==> config.mk <==
export PLATFORM = sky130hd
export DESIGN_NAME = stopwatch_uart_reporter
export DESIGN_NICKNAME = d
export VERILOG_FILES = /design/src/rtl/stopwatch_uart_reporter.sv
export SDC_FILE = /design/constraint.sdc
export NUM_CORES = 1
export LEC_CHECK = 0
export BUFFER_PORTS_ARGS = -buffer_cell sky130_fd_sc_hd__buf_4
export CAP_MARGIN = 20
export CORE_ASPECT_RATIO = 1.25
export CORE_MARGIN = 2
export CORE_UTILIZATION = 30
export DETAILED_ROUTE_END_ITERATION = 8
export HOLD_SLACK_MARGIN = 0.06
export PLACE_DENSITY = 0.47
export SETUP_SLACK_MARGIN = 0.5
export SLEW_MARGIN = 5
export SYNTH_ARGS = -nofsm -noshare
export SYNTH_HDL_FRONTEND = slang
export SYNTH_SLANG_ARGS = --single-unit
export TNS_END_PERCENT = 50
==> constraint.sdc <==
create_clock -name clk -period 5.79 [get_ports clk]
set_input_delay 0.8685 -clock clk [delete_from_list [all_inputs] [get_ports clk]]
set_output_delay 0.8685 -clock clk [all_outputs]
set_load 0.02 [all_outputs]
==> src/rtl/stopwatch_uart_reporter.sv <==
// Snapshots the stopwatch counters on request and streams "HH:MM:SS.CC[\r\n]"
// as ASCII bytes over a valid/ready handshake to a UART transmitter.
module stopwatch_uart_reporter #(
  parameter bit SEND_CRLF = 1'b1
) (
  input  logic       clk,
  input  logic       reset,
  input  logic [6:0] i_msec,
  input  logic [5:0] i_sec,
  input  logic [5:0] i_min,
  input  logic [4:0] i_hour,
  input  logic       i_report,
  input  logic       i_tx_ready,
  output logic [7:0] o_tx_data,
  output logic       o_tx_valid,
  output logic       o_busy,
  output logic       o_done
);
  localparam logic [3:0] LAST = SEND_CRLF ? 4'd12 : 4'd10;

  typedef enum logic {IDLE, SEND} state_t;

  state_t     state, state_n;
  logic [3:0] idx, idx_n;
  logic       pending, pending_n;
  logic       load, done_n;
  logic [6:0] hh, mm, ss, cc;
  logic [15:0] h_a, m_a, s_a, c_a;

  function automatic logic [15:0] ascii2(input logic [6:0] v);
    logic [3:0] t, o;
    t = 4'(v / 7'd10);
    o = 4'(v % 7'd10);
    return {4'h3, t, 4'h3, o};
  endfunction

  assign h_a = ascii2(hh);
  assign m_a = ascii2(mm);
  assign s_a = ascii2(ss);
  assign c_a = ascii2(cc);

  always_ff @(posedge clk) begin
    if (!reset) begin
      state   <= IDLE;
      idx     <= '0;
      pending <= 1'b0;
      o_done  <= 1'b0;
      hh <= '0; mm <= '0; ss <= '0; cc <= '0;
    end else begin
      state   <= state_n;
      idx     <= idx_n;
      pending <= pending_n;
      o_done  <= done_n;
      if (load) begin
        // clamp at capture so the digit encoder only ever sees 0..99
        hh <= (i_hour > 5'd23) ? 7'd23 : {2'b00, i_hour};
        mm <= (i_min  > 6'd59) ? 7'd59 : {1'b0, i_min};
        ss <= (i_sec  > 6'd59) ? 7'd59 : {1'b0, i_sec};
        cc <= (i_msec > 7'd99) ? 7'd99 : i_msec;
      end
    end
  end

  always_comb begin
    state_n   = state;
    idx_n     = idx;
    pending_n = pending;
    load      = 1'b0;
    done_n    = 1'b0;
    case (state)
      IDLE: if (i_report) begin
        load    = 1'b1;
        idx_n   = '0;
        state_n = SEND;
      end
      SEND: begin
        if (i_report) pending_n = 1'b1;
        if (i_tx_ready) begin
          if (idx == LAST) begin
            done_n    = 1'b1;
            pending_n = 1'b0;
            // a request landing on the final transfer edge still chains
            if (pending || i_report) begin
              load  = 1'b1;
              idx_n = '0;
            end else begin
              state_n = IDLE;
            end
          end else begin
            idx_n = idx + 4'd1;
          end
        end
      end
      default: state_n = IDLE;
    endcase
  end

  always_comb begin
    o_tx_data = 8'h00;
    if (state == SEND) begin
      case (idx)
        4'd0:  o_tx_data = h_a[15:8];
        4'd1:  o_tx_data = h_a[7:0];
        4'd2:  o_tx_data = 8'h3A;
        4'd3:  o_tx_data = m_a[15:8];
        4'd4:  o_tx_data = m_a[7:0];
        4'd5:  o_tx_data = 8'h3A;
        4'd6:  o_tx_data = s_a[15:8];
        4'd7:  o_tx_data = s_a[7:0];
        4'd8:  o_tx_data = 8'h2E;
        4'd9:  o_tx_data = c_a[15:8];
        4'd10: o_tx_data = c_a[7:0];
        4'd11: o_tx_data = 8'h0D;
        4'd12: o_tx_data = 8'h0A;
        default: o_tx_data = 8'h00;
      endcase
    end
  end

  assign o_tx_valid = (state == SEND);
  assign o_busy     = (state == SEND);
endmodule

==> flow_metrics.env, run 1 <==
export IMPL_outcome="finished clean"
export IMPL_avgRoutedWirePerCell_um=16.3
export IMPL_path_clk_slew_ps=70
export IMPL_slowest_delay_ps=500
export IMPL_num_vias=2877
export IMPL_cap_viol_max_count=0
export IMPL_n_antenna_cell=0
export IMPL_power_leakage_uw=0.00127
export IMPL_detail_route_first_pass_iterations=4
export IMPL_gr_usage_met1=0.216
export IMPL_worstPathCellList="inv_1 -> ha_2 -> or2_4 -> a21oi_4 -> a221oi_4 -> a31oi_1 -> mux2_4 -> ha_2 -> a31oi_4 -> o41a_1 -> a21oi_2 -> xnor2_2 -> ha_2 -> a211o_1 -> and2_4 -> o311ai_2 -> buf_4"
export IMPL_initial_core_util=0.306
export IMPL_layout_min_cycle_time_ps=5190
export IMPL_layout_drive_gt1_share=0.297
export IMPL_hold_violations=0
export IMPL_cts_buffers=5
export IMPL_drt_iter0_drc=178
export IMPL_cp_start_kind="register"
export IMPL_htree_levels=2
export IMPL_crit_top_cell="ha_2"
export IMPL_met2_usage=0.300
export IMPL_num_io_pins=39
export IMPL_syn2layout_area_growth_pct=31.5
export IMPL_min_period_over_period=0.896
export IMPL_drc_errors=0
export IMPL_ctsRootBufferMaster="clkbuf_8"
export IMPL_fillers=891
export IMPL_viasPerCell=5.60
export IMPL_max_freq_ghz=0.193
export IMPL_top_usage_layer="met2"
export IMPL_finalClockSkew_ps=3.60
export IMPL_critPathCaptureType="primary output"
export IMPL_hp_class="register to register"
export IMPL_synthTopCellsByArea="dfxtp_1 24%, a21oi_1 8.6%, nand2_1 6.5%"
export IMPL_worstMarginPinSlew_ps=924
export IMPL_final_seq_area_um2=629
export IMPL_cts_hold_buffers=0
export IMPL_grt_antenna_before_repair=0
export IMPL_async_reset_ff_frac=0
export IMPL_grt_pass1_vias=2662
export IMPL_syn_instance_count=363
export IMPL_track_usage=0.172
export IMPL_tritoncts="done"
export IMPL_regToRegSetupSlack_ps=3680
export IMPL_synth_top_cells_by_count="45 x a21oi_1, 45 x nand2_1, 32 x nor2_1, 31 x dfxtp_1"
export IMPL_die_h_um=108
export IMPL_synth_area_leader_cell="dfxtp_1"
export IMPL_grt_start_max_net_pins=27
export IMPL_yosysWarningCount=0
export IMPL_maxSlewHeadroom=0.377
export IMPL_slowest_stage="o41a_1"
export IMPL_dieArea_um2=9480
export IMPL_ys_seq_area_frac=0.237
export IMPL_grt_setup_unrepaired="false"
export IMPL_synth_cell_types=60
export IMPL_gp_congestion=0.878
export IMPL_grt_pass1_wl_mm=13.1
export IMPL_multi_input_area_um2=2020
export IMPL_dp_hpwl_mm=6.34
export IMPL_routed_wl_mm=8.36
export IMPL_clock_latency_ps=280
export IMPL_synth_seq_cells=31
export IMPL_rows=38
export IMPL_clkSinkCount=31
export IMPL_port_buffers=36
export IMPL_setup_viol=0
export IMPL_critPathKind="register to primary output"
export IMPL_crit_path_max_fanout=8
export IMPL_powerDensity_nw_per_um2=168
export IMPL_max_vdd_ir_drop_mv=0.132
export IMPL_synth_edf_count=0
export IMPL_slew_viol_final=0
export IMPL_use_met3=0.0176
export IMPL_syn_cell_area_um2=2620
export IMPL_coreArea_um2=8560
export IMPL_clk_path_buf_depth=2
export IMPL_grt_overflow_total=0
export IMPL_power_uw=579
export IMPL_layout_nets=451
export IMPL_die_w_um=87.5
export IMPL_arrival_ps=4320
export IMPL_cp_data_required_time_ps=4920
export IMPL_synthFlopType="dfxtp_1"
export IMPL_detail_route_antenna_nets=0
export IMPL_synth_top_area_share=0.237
export IMPL_synth_area_per_cell_um2=7.20
export IMPL_tns_ps=0
[final cells by class]
cell class | count | area share
Inverter | 11 | 0.0120
Sequential cell | 31 | 0.183
Tap cell | 100 | 0.0364
Clock inverter | 1 | 0.00146
Multi-Input combinational cell | 297 | 0.588
Clock buffer | 6 | 0.0240
Timing Repair Buffer | 68 | 0.155
[layer usage]
| metal | vias up | share of wire |
|---|---|---|
| met1 | 1351 | 0.44 |
| li1 | 1452 | - |
| met5 | - | 0 |
| met4 | 0 | 0.016 |
| met3 | 12 | 0.031 |
| met2 | 62 | 0.52 |
[placed cells by master, fill, tap and decap left out, types with 4 or more instances in the layout]
master    count
a22oi_1       6
nand3b_1      5
a211oi_1      8
inv_1         9
mux2i_1       4
a221o_1       4
buf_4        65
a21o_1        5
o221a_2       5
o21ai_0      12
a31oi_1       6
nor2_1       30
ha_2          7
clkbuf_8      6
nand4_1       4
nand2_1      45
a21oi_1      42
a221oi_1      5
nor3_1       15
nand3_1      15
dfxtp_1      28
[worst max-delay path, delay by kind of cell, from the launching register on]
kind                       cells  cell delay, ps
muxes                          1             200
xor gates and xnor gates       1             110
AOI/OAI and AO/OA              8            2000
and+or+nand+nor                2             470
adders and majority gates      3             630
buffers and inverters          2             250
DFF                            1             380
[final timing paths]
check / from / endpoint / cells past startpoint
max: idx[1] / o_tx_data[2] / 17
min: ss[3] / ss[3] / 2
max reg2reg: idx[1] / cc[0] / 7
min reg2reg: ss[3] / ss[3] / 2
[stage by stage]
step | util | setup slack (ps) | instance area [um2] | hold slack [ps] | cells
after global routing | 0.402 | 441 | 3440 | 512 | 514
final | 0.402 | 604 | 3440 | 480 | 514
after floorplan | - | 542 | 2620 | 441 | 364
after global placement | 0.349 | 567 | 2990 | 471 | 487
after CTS | 0.364 | 445 | 3120 | 481 | 495
after detailed placement | 0.349 | 433 | 2990 | 472 | 487
[state kept, by name (all words and copies together) (netlist names)]
register / count
ss: 6
o_busy: 1
mm: 6
idx: 4
cc: 7
pending: 1
o_done: 1
hh: 5
[power by group]
group / internal, uW / switching, uW
registers: 226 / 18.1
clock network: 93.2 / 78.3
logic: 75.3 / 87.2
total: 395 / 184
[logic make-up after synthesis]
logic type	share of synthesized area
AOI/OAI and AO/OA	0.350
and+or+nand+nor	0.262
adders and majority gates	0.0431
buffers and inverters	0.0622
DFF	0.237
other	0.00143
muxes	0.0239
xor gates and xnor gates	0.0201
[timing repair]
item	in CTS	in global routing
resized for setup	6	41
pin swaps	2	9
endpoints found under the hold margin	0	0
endpoints found under the setup margin	3	4
buffers inserted	1	18
Note: power is estimated with default switching activity, not from simulation.
==> inputs of run 2 (changes only) <==
- CORE_UTILIZATION: 30 -> 58
- PLACE_DENSITY: 0.47 -> 0.81
==> run 2 against run 1 <==
Die area fell by 47%. Sequential share of layout area rose by 1.0 points. Critical path depth rose by 1. First-iteration DRC count rose by 75%. Power fell by 3.4%. Cell area decreased by 4.4%. Sequential cell count stayed put. Via count increased by 3.5%. Critical path type unchanged.
==> flow_metrics.env, run 2 (synthesis gave the netlist of run 1 again) <==
export IMPL_outcome="finished clean"
export IMPL_crit_end="o_tx_data[2]"
export IMPL_regToRegEndpoint="ss[0]"
export IMPL_syn2layout_area_growth_pct=25.7
export IMPL_final_common_cell="buf_4"
export IMPL_cp_start_kind="register"
export IMPL_drc_errors=0
export IMPL_largestRegisters="cc (7), mm (6), ss (6)"
export IMPL_grt_overflow_total=0
export IMPL_layout_min_cycle_time_ps=5130
export IMPL_port_buffers=36
export IMPL_clkSinkCount=31
export IMPL_dpl_cell_area_um2=2900
export IMPL_setup_viol=0
export IMPL_maxSlewHeadroom=0.314
export IMPL_dieArea_um2=5060
export IMPL_cp_data_required_time_ps=4920
export IMPL_dp_hpwl_mm=5.50
export IMPL_detail_route_antenna_nets=0
export IMPL_die_w_um=64.1
export IMPL_top_register="cc"
export IMPL_n_antenna_cell=0
export IMPL_grt_start_max_net_pins=27
export IMPL_max_vdd_ir_drop_mv=0.249
export IMPL_layoutNonFillerInstCount=465
export IMPL_crit_path_max_fanout=10
export IMPL_power_leakage_uw=0.00123
export IMPL_critPathKind="register to primary output"
export IMPL_dp_cells=441
export IMPL_gp_congestion=1.03
export IMPL_finalClockSkew_ps=1.97
export IMPL_num_io_pins=39
export IMPL_worstMarginPinSlew_ps=1030
export IMPL_path_clk_slew_ps=60
export IMPL_avgRoutedWirePerCell_um=16.5
export IMPL_coreArea_um2=4360
export IMPL_grt_antenna_before_repair=0
export IMPL_slowest_stage="o41a_1"
export IMPL_powerDensity_nw_per_um2=170
export IMPL_tns_ps=0
export IMPL_slew_viol_final=0
export IMPL_initial_core_util=0.600
export IMPL_rr_worst_depth=7
export IMPL_grt_pass1_vias=2649
export IMPL_max_freq_ghz=0.195
export IMPL_crit_path_start="idx[1]"
export IMPL_num_vias=2979
export IMPL_final_area_um2=3290
export IMPL_regToRegSetupSlack_ps=3260
export IMPL_routed_wl_mm=7.68
export IMPL_rows=27
export IMPL_hold_violations=0
export IMPL_hp_class="register to register"
export IMPL_htree_levels=2
export IMPL_die_h_um=79.1
export IMPL_slowest_delay_ps=510
export IMPL_clock_latency_ps=280
export IMPL_min_period_over_period=0.886
export IMPL_arrival_ps=4260
export IMPL_track_usage=0.302
export IMPL_grt_pass1_wl_mm=12.2
export IMPL_tritoncts="done"
export IMPL_largest_register_ffs=7
export IMPL_layout_drive_gt1_share=0.263
export IMPL_grt_setup_unrepaired="false"
export IMPL_worstPathCellList="inv_2 -> ha_4 -> or2_4 -> a21oi_4 -> buf_4 -> a221o_1 -> inv_1 -> ha_1 -> inv_1 -> a31oi_2 -> o41a_1 -> a21oi_2 -> xnor2_2 -> ha_2 -> a211o_1 -> and2_4 -> o311ai_2 -> buf_4"
export IMPL_layout_common_cells="58 x buf_4, 45 x nand2_1, 41 x a21oi_1"
export IMPL_clk_path_buf_depth=2
export IMPL_layout_nets=443
export IMPL_viasPerCell=6.41
export IMPL_ctsRootBufferMaster="clkbuf_8"
export IMPL_cts_buffers=5
export IMPL_worstReg2RegStart="idx[1]"
export IMPL_cap_viol_max_count=0
export IMPL_detail_route_first_pass_iterations=5
export IMPL_critPathCaptureType="primary output"
export IMPL_drt_iter0_drc=312
[run 2: cell types whose count changed in the layout (fill, tap and decap cells not counted), moves of 2 or more]
cell,previous run,this run
ha_1,1,3
nand2b_2,2,0
nor3_1,15,17
dfxtp_4,2,4
ha_2,7,2
clkbuf_1,0,2
ha_4,1,4
nand2b_1,3,5
buf_4,65,58
nor3_2,2,0
[run 2: how the worst min path moves through the flow]
| stage | start | to | slack (ps) | cells past startpoint |
|---|---|---|---|---|
| detailed placement | mm[3] | mm[3] | 470 | 2 |
| CTS | mm[3] | mm[3] | 470 | 2 |
| global route | mm[3] | mm[3] | 500 | 2 |
| finish | mm[3] | mm[3] | 480 | 2 |
| floorplan | cc[2] | cc[2] | 440 | 2 |
| global placement | mm[4] | mm[4] | 470 | 2 |
[run 2: what timing repair did]
item | in CTS | in global routing
pin swaps | 2 | 10
hold buffers | 0 | 0
cloned | 0 | 0
setup buffers | 3 | 13
resized for setup | 14 | 31
endpoints found under the setup margin | 3 | 3
[run 2: layout make-up]
type	instances	area [um2]
Multi-Input combinational cell	297	2000
Fill cell	322	1070
Sequential cell	31	636
Timing Repair Buffer	60	458
Clock buffer	7	76.3
Tap cell	58	72.6
Inverter	11	43.8
Clock inverter	1	5.00
[run 2: power by group]
group          internal (uW)  switching [uW]  total (uW)
sequential               226            18.3         244
clock                   84.1            74.7         159
combinational           71.4            84.9         156
total                    381             178         559
[run 2: per-layer routing]
layer	GRT usage	routed length, um	vias to the layer above	share of wire
met5	0	0	-	0
met4	0.176	402	0	0.052
met3	0.0411	366	34	0.048
met2	0.505	3670	138	0.48
met1	0.367	3240	1363	0.42
li1	-	-	1444	-
[run 2: worst max-delay path, delay by kind of cell (launching register included)]
family | cells | cell delay, ps
xor gates and xnor gates | 1 | 100
buffers and inverters | 5 | 610
DFF | 1 | 400
AOI/OAI and AO/OA | 7 | 1830
adders and majority gates | 3 | 610
and+or+nand+nor | 2 | 460
[run 2: per-stage QoR]
| step | utilization | power (uW) | setup slack (ps) | hold WS [ps] |
|---|---|---|---|---|
| 6_report | 0.755 | 559 | 662 | 475 |
| 4_1_cts | 0.705 | 545 | 520 | 474 |
| 3_3_place_gp | 0.666 | 379 | 523 | 467 |
| 2_1_floorplan | - | 335 | 542 | 441 |
| 5_1_grt | 0.755 | 587 | 462 | 501 |
| 3_5_place_dp | 0.666 | 382 | 327 | 466 |
==> inputs of run 3 (changes only) <==
- MAX_ROUTING_LAYER: unset -> met4
==> run 3 against run 2 <==
Sequential share of layout area fell by 0.076 points. Count of clock-buffer cells in the layout did not move. Critical path type unchanged. Largest cell class unchanged. Power rose by 0.96%. Utilization did not move. Die area did not move. Worst setup slack got worse by 57 ps. Fmax fell by 1.1%. Wire length rose by 2.2%. Critical path depth rose by 1. Clock power barely moved. Highest routed layer unchanged.
==> flow_metrics.env, run 3 (synthesis gave the netlist of run 1 again) <==
export IMPL_layout_min_cycle_time_ps=5180
export IMPL_finalClockSkew_ps=6.94
export IMPL_largestRegisters="cc (7), mm (6), ss (6)"
export IMPL_tns_ps=0
export IMPL_cap_viol_max_count=0
export IMPL_drc_errors=0
export IMPL_grt_setup_unrepaired="false"
export IMPL_max_freq_ghz=0.193
export IMPL_detail_route_first_pass_iterations=6
export IMPL_die_w_um=64.1
export IMPL_path_delay_family="compound AO/OA/AOI/OAI gates"
export IMPL_dieArea_um2=5060
export IMPL_syn2layout_area_growth_pct=25.7
export IMPL_ctsRootBufferMaster="clkbuf_8"
export IMPL_multi_input_area_um2=1990
export IMPL_num_vias=3038
export IMPL_track_usage=0.308
export IMPL_final_common_cell="buf_4"
export IMPL_powerDensity_nw_per_um2=172
export IMPL_top_register="cc"
export IMPL_clock_latency_ps=280
export IMPL_tritoncts="done"
export IMPL_final_seq_area_um2=633
export IMPL_layoutNonFillerInstCount=467
export IMPL_grt_pass1_wl_mm=12.2
export IMPL_cp_start_kind="register"
export IMPL_path_clk_slew_ps=70
export IMPL_maxSlewHeadroom=0.317
export IMPL_slowest_stage="o41a_1"
export IMPL_htree_levels=2
export IMPL_port_buffers=36
export IMPL_grt_pass1_vias=2644
export IMPL_max_vdd_ir_drop_mv=0.182
export IMPL_min_period_over_period=0.895
export IMPL_grt_start_max_net_pins=27
export IMPL_p_seq_frac=0.433
export IMPL_cts_hold_buffers=0
export IMPL_layout_drive_gt1_share=0.262
export IMPL_clk_path_buf_depth=2
export IMPL_crit_buf_inv=4
export IMPL_layout_nets=445
export IMPL_clkSinkCount=31
export IMPL_crit_path_max_fanout=7
export IMPL_num_io_pins=39
export IMPL_critPathCaptureType="primary output"
export IMPL_power_leakage_uw=0.00125
export IMPL_power_switching_uw=182
export IMPL_worstMarginPinSlew_ps=1020
export IMPL_cp_data_required_time_ps=4920
export IMPL_setup_viol=0
export IMPL_dp_hpwl_mm=5.56
export IMPL_viasPerCell=6.51
export IMPL_grt_overflow_total=0
export IMPL_p_sw_frac=0.323
export IMPL_regToRegSetupSlack_ps=3060
export IMPL_worstPathCellList="inv_4 -> ha_4 -> and3b_2 -> a21oi_4 -> a221oi_2 -> buf_4 -> a31oi_1 -> mux2_4 -> ha_2 -> inv_2 -> a31oi_4 -> o41a_1 -> a21oi_2 -> xnor2_2 -> ha_2 -> a211o_1 -> and2_4 -> o311ai_4 -> buf_4"
export IMPL_largest_register_ffs=7
export IMPL_coreArea_um2=4360
export IMPL_n_antenna_cell=0
export IMPL_hp_class="register to register"
export IMPL_slowest_delay_ps=490
export IMPL_hold_violations=0
export IMPL_drt_iter0_drc=281
export IMPL_routed_wl_mm=7.85
export IMPL_dp_cells=442
export IMPL_grt_antenna_before_repair=0
export IMPL_cts_buffers=5
export IMPL_p_clk_frac=0.285
export IMPL_initial_core_util=0.600
export IMPL_critPathKind="register to primary output"
export IMPL_arrival_ps=4320
export IMPL_slew_viol_final=0
export IMPL_p_comb_frac=0.283
export IMPL_outcome="finished clean"
export IMPL_avgRoutedWirePerCell_um=16.8
export IMPL_p_int_uw=382
export IMPL_detail_route_antenna_nets=0
export IMPL_fillers=349
export IMPL_die_h_um=79.1
export IMPL_rows=27
export IMPL_gp_congestion=1.04
export IMPL_layout_common_cells="61 x buf_4, 45 x nand2_1, 42 x a21oi_1"
==> run 3: cell types whose count changed in the layout (fill, tap and decap cells not counted), moves of 2 or more <==
cell	change
buf_6	-2
nor2_2	-2
nor2_1	+2
buf_4	+3
==> run 3: layout make-up <==
type / count / share of cell area
timing repair buffer: 62 / 0.141
tap: 58 / 0.0221
clock buffer: 7 / 0.0232
inverter: 11 / 0.0133
sequential: 31 / 0.193
multi-input combinational: 297 / 0.607
clock inverter: 1 / 0.00152
==> run 3: power groups by stage <==
stage	Combinational, uW	Sequential (uW)	Clock [uW]
2_1_floorplan	94.2	240	0
3_3_place_gp	132	247	0
3_5_place_dp	134	247	0
4_1_cts	138	243	162
5_1_grt	174	245	172
6_report	159	244	161
==> run 3: worst paths after layout <==
kind	start	to	cells after the start
worst max-delay path	idx[0]	o_tx_data[2]	19
worst max register to register	idx[1]	ss[0]	8
worst min-delay path	mm[2]	mm[2]	2
worst min register to register	mm[2]	mm[2]	2
==> run 3: repair_timing <==
item                                    4_1_cts  5_1_grt
gates resized for setup                      13       25
pin swaps                                     2       10
setup buffers                                 4       13
endpoints found under the setup margin        3        3
==> run 3: layer usage <==
| layer | track usage | share of wire |
|---|---|---|
| met1 | 0.348 | 0.41 |
| met2 | 0.516 | 0.48 |
| met3 | 0.0411 | 0.051 |
| met4 | 0.187 | 0.058 |
| met5 | - | 0 |
==> run 3: worst reg2reg max path, stage by stage, from the launching register on <==
cell and delay [ps]:
dfxtp_4 370, inv_1 120, ha_4 200, clkbuf_2 200, buf_4 140, nand4_1 210, a21oi_2 840, nand2_1 230
o221a_2 310
==> run 3: through the flow <==
step / cell area, um2 / hold WS, ps / total power, uW / worst slack, ps / util
floorplan: 2620 / 441 / 335 / 542 / -
global placement: 2910 / 458 / 379 / 511 / 0.668
detailed placement: 2910 / 469 / 382 / 298 / 0.668
CTS: 3080 / 479 / 544 / 507 / 0.708
global route: 3290 / 504 / 591 / 453 / 0.755
finish: 3290 / 479 / 564 / 606 / 0.755
